<file path="src/rtl/mwc_exp_table.sv">
// Expected-write table: one synchronous write port, one asynchronous read port.
// Contents are deliberately not reset so a loaded table survives a checker reset.
module mwc_exp_table #(
  parameter int AW    = 32,
  parameter int DW    = 32,
  parameter int DEPTH = 4,
  parameter int IW    = 2
) (
  input  logic          clk,
  input  logic          i_we,
  input  logic [IW-1:0] i_widx,
  input  logic [AW-1:0] i_wadr,
  input  logic [DW-1:0] i_wdata,
  input  logic [IW-1:0] i_ridx,
  output logic [AW-1:0] o_radr,
  output logic [DW-1:0] o_rdata
);

  logic [AW+DW-1:0] r_mem [DEPTH];

  always_ff @(posedge clk) begin
    if (i_we && (32'(i_widx) < DEPTH)) begin
      r_mem[i_widx] <= {i_wadr, i_wdata};
    end
  end

  assign {o_radr, o_rdata} = r_mem[i_ridx];

endmodule

</file>
<file path="config.mk">
export PLATFORM = sky130hd
export DESIGN_NAME = mwc_exp_table
export DESIGN_NICKNAME = d
export VERILOG_FILES = /design/src/rtl/mwc_exp_table.sv
export SDC_FILE = /design/constraint.sdc
export NUM_CORES = 1
export LEC_CHECK = 0
export ABC_AREA = 1
export CAP_MARGIN = 20
export CORE_MARGIN = 10
export CORE_UTILIZATION = 40
export CTS_CLUSTER_DIAMETER = 50
export CTS_CLUSTER_SIZE = 16
export DETAILED_ROUTE_END_ITERATION = 10
export PLACE_DENSITY_LB_ADDON = 0.1
export SETUP_SLACK_MARGIN = 0.05
export SLEW_MARGIN = 20
export SYNTH_ARGS = -nofsm -noshare
export SYNTH_HDL_FRONTEND = slang
export SYNTH_SLANG_ARGS = --single-unit
</file>
<file path="constraint.sdc">
create_clock -name clk -period 7.7 [get_ports clk]
set_input_delay 1.54 -clock clk [delete_from_list [all_inputs] [get_ports clk]]
set_output_delay 1.54 -clock clk [all_outputs]
set_load 0.02 [all_outputs]
</file>
==> impl_results.md <==
- Status: finished, final reports clean
- Dpl ws: approximately 2 ns
- Vias in the first global route: ~6,500
- Post-CTS Setup Inserts: 0
- ANT cells: 0
- Synthesized instance count: 1,010
- Min cycle time layout: about 5.6 ns
- Crit path kind: input pin to output pin
- DRC errors left: 0
- Initial Utilization: between 40% and 50%
- Number of flip-flops under the largest register name: approximately 260
- Hold_buf cts: 0
- Synth area leaders: edfxtp_1 (71%), nand2_1 (11%), inv_1 (9.0%), nand3_1 (6.0%), buf_2 (0.98%)
- # rows: 59
- Leak: 5.82 nW
- First-pass DRT Iterations: 5
- Die W: between 150 and 200 µm
- I/O pin count: approximately 130
- Crit path launch type: input pin
- Fin crit share: 72.8%
- Post-Syn Area per Cell: approximately 11 µm²
- Worst Min Path Start: i_wdata[8]
- Initial detailed-routing violation count: ~360
- CTS root buf: clkbuf_16
- H-tree Lvls: 1
- Critical path cell sequence: buf_4, inv_4, buf_4, nand2_1, nand3_1, nand2_1, clkdlybuf4s50_1
- First-pass GRT wire length: 35.8 mm
- Crit end category: output pin
- Largest register by flop count: r_mem
- Top flop regs: r_mem: 256 flops
- CTS max path bufs: 3
- # fillers: roughly 2,400
- Die area: approximately 34,000 µm²
- Share of the synthesized area in the top cell type: 71.4%
- Total Power: between 3 and 4 mW
- CP Data Arrival Time: about 4.1 ns
- TritonCTS buffer count: 26
- Core area: 26,300 µm²
- Fmax achieved: roughly 180 MHz
- Hold WS: 1.65 ns
- Count of warnings emitted by yosys: 0
- Grt met2 use: a little under a quarter
- HPWL Detailed: 12.6 mm
- Worst IR drop on VDD: around 0.00015 V
- Flops & latches, synth: 256
- Synthesized Nets: around 1,100
- Placed cell area: roughly 12,000 µm²
- Port bufs: 133
- Area grow syn2layout: 22.8%
- Clock sinks: approximately 260
- Worst-path clk slew: around 0.060 ns
- Worst Path Required: approximately 6 ns
- Global Route Usage Sum: a little over an eighth
- Final Max Slew Viols: 0
- Multi-input gate area: approximately 1900 µm²
- Worst rel slew slack: about 30%
- Setup violators final: 0
- Post-route ant nets: 0
- CP max-delay cell: buf_4
- Min-delay worst type: input pin to register
- Met3 usage: between 3 and 4%
- GRT met1 Usage: roughly 16%
- Maximum number of pins on one net before global-route repair: just under 70
- Final Net Count: 1,209
- Via density: about 4.5
- Die Y: between 150 and 200 µm
- Final worst slack: 2.10 ns
- Top Usage Layer GRT: met2
- Critical path fanouts, max: 68
- FF/Latch Area: about 7700 µm²
- Post-synthesis cell type count: 10
- Post-CTS resize count: 0
- Finished Cell Area: around 13,000 µm²
- Unrepaired setup endpoints after global routing: false
- GRT overflow: 0
- Post-synthesis sequential area ratio: a little under three quarters
- Synth Cell Area: ~11,000 µm²
- Initial antenna violation count: 0
- TNS Setup: 0 ns
- DR vias: between 6,000 and 7,000
- Fraction of layout cells with a size suffix above 1: under 10%
- Worst setup path startpoint: i_ridx[0]
- P per Cell Area: approximately 240 nW/µm²
- Final hold vios: 0
- Worst-Margin Slew: around 1.0 ns
- Synth area leader: edfxtp_1
- Final RePlAce weighted congestion: ~0.7
- CTS tree: done
- Largest stage delay, worst path: ~0.69 ns
- Final WL: 22.9 mm
- Wire per inst: ~15 µm
- Max-Cap Viols: 0
## placed cells by master, fill, tap and decap left out, types with 2 or more instances in the layout
| cell type | n |
|---|---|
| clkinv_2 | 4 |
| nor3_2 | 4 |
| clkbuf_16 | 27 |
| edfxtp_1 | 256 |
| inv_1 | 259 |
| bufinv_16 | 3 |
| clkinv_4 | 2 |
| inv_6 | 2 |
| clkbuf_1 | 2 |
| nand3_1 | 128 |
| buf_4 | 10 |
| nand2_1 | 320 |
| clkdlybuf4s50_1 | 131 |
| clkinv_1 | 4 |
## kinds of logic after synthesis
kind of cell,share of synthesized area (%)
buffers and inverters,11.3
DFF,71.4
and+or+nand+nor,17.3
## critical path: cells and delay by family
family	cells	cell delay [ns]
buffers and inverters	4	2.11
and+or+nand+nor	3	0.32
## synthesized netlist by cell type
| cell | count |
|---|---|
| clkbuf_1 | 4 |
| inv_2 | 2 |
| edfxtp_1 | 256 |
| inv_1 | 259 |
| nand3_1 | 128 |
| buf_1 | 2 |
| buf_4 | 14 |
| nand2_1 | 320 |
| buf_2 | 21 |
| nor3_1 | 4 |
## layout make-up
| type | instances | area share, % |
|---|---|---|
| multi-input cells | 452 | 14.2 |
| inverters | 261 | 7.43 |
| repair buffers | 142 | 10.5 |
| flip-flops and latches | 256 | 58.2 |
| clock inverters | 16 | 1.27 |
| well taps | 335 | 3.17 |
| clock buffers | 29 | 5.17 |
## per-stage QoR
stage	utilization, %	cells
global placement	47.0	1446
global route	50.3	1491
finish	50.3	1491
floorplan	-	1010
CTS	50.3	1491
detailed placement	47.0	1446
## power breakdown
part           total (mW)  internal [mW]  switching, mW
Clock                1.25          0.739          0.509
Sequential           1.62           1.61         0.0139
Combinational       0.314          0.126          0.188
Total                3.18           2.47          0.710
## path summary, 6_finish.rpt
check	end	slack, ns	cells after the start
worst max-delay path	o_radr[14]	2.10	7
worst min-delay path	r_mem[2][8]$_DFFE_PP_	1.65	1
## layer usage
layer	part of all wire [%]	routed length (µm)
met3	5.9	1350
met1	43	9900
met2	49	11300
met4	1.5	352
met5	0	0
(Power assumes the default switching activity.)
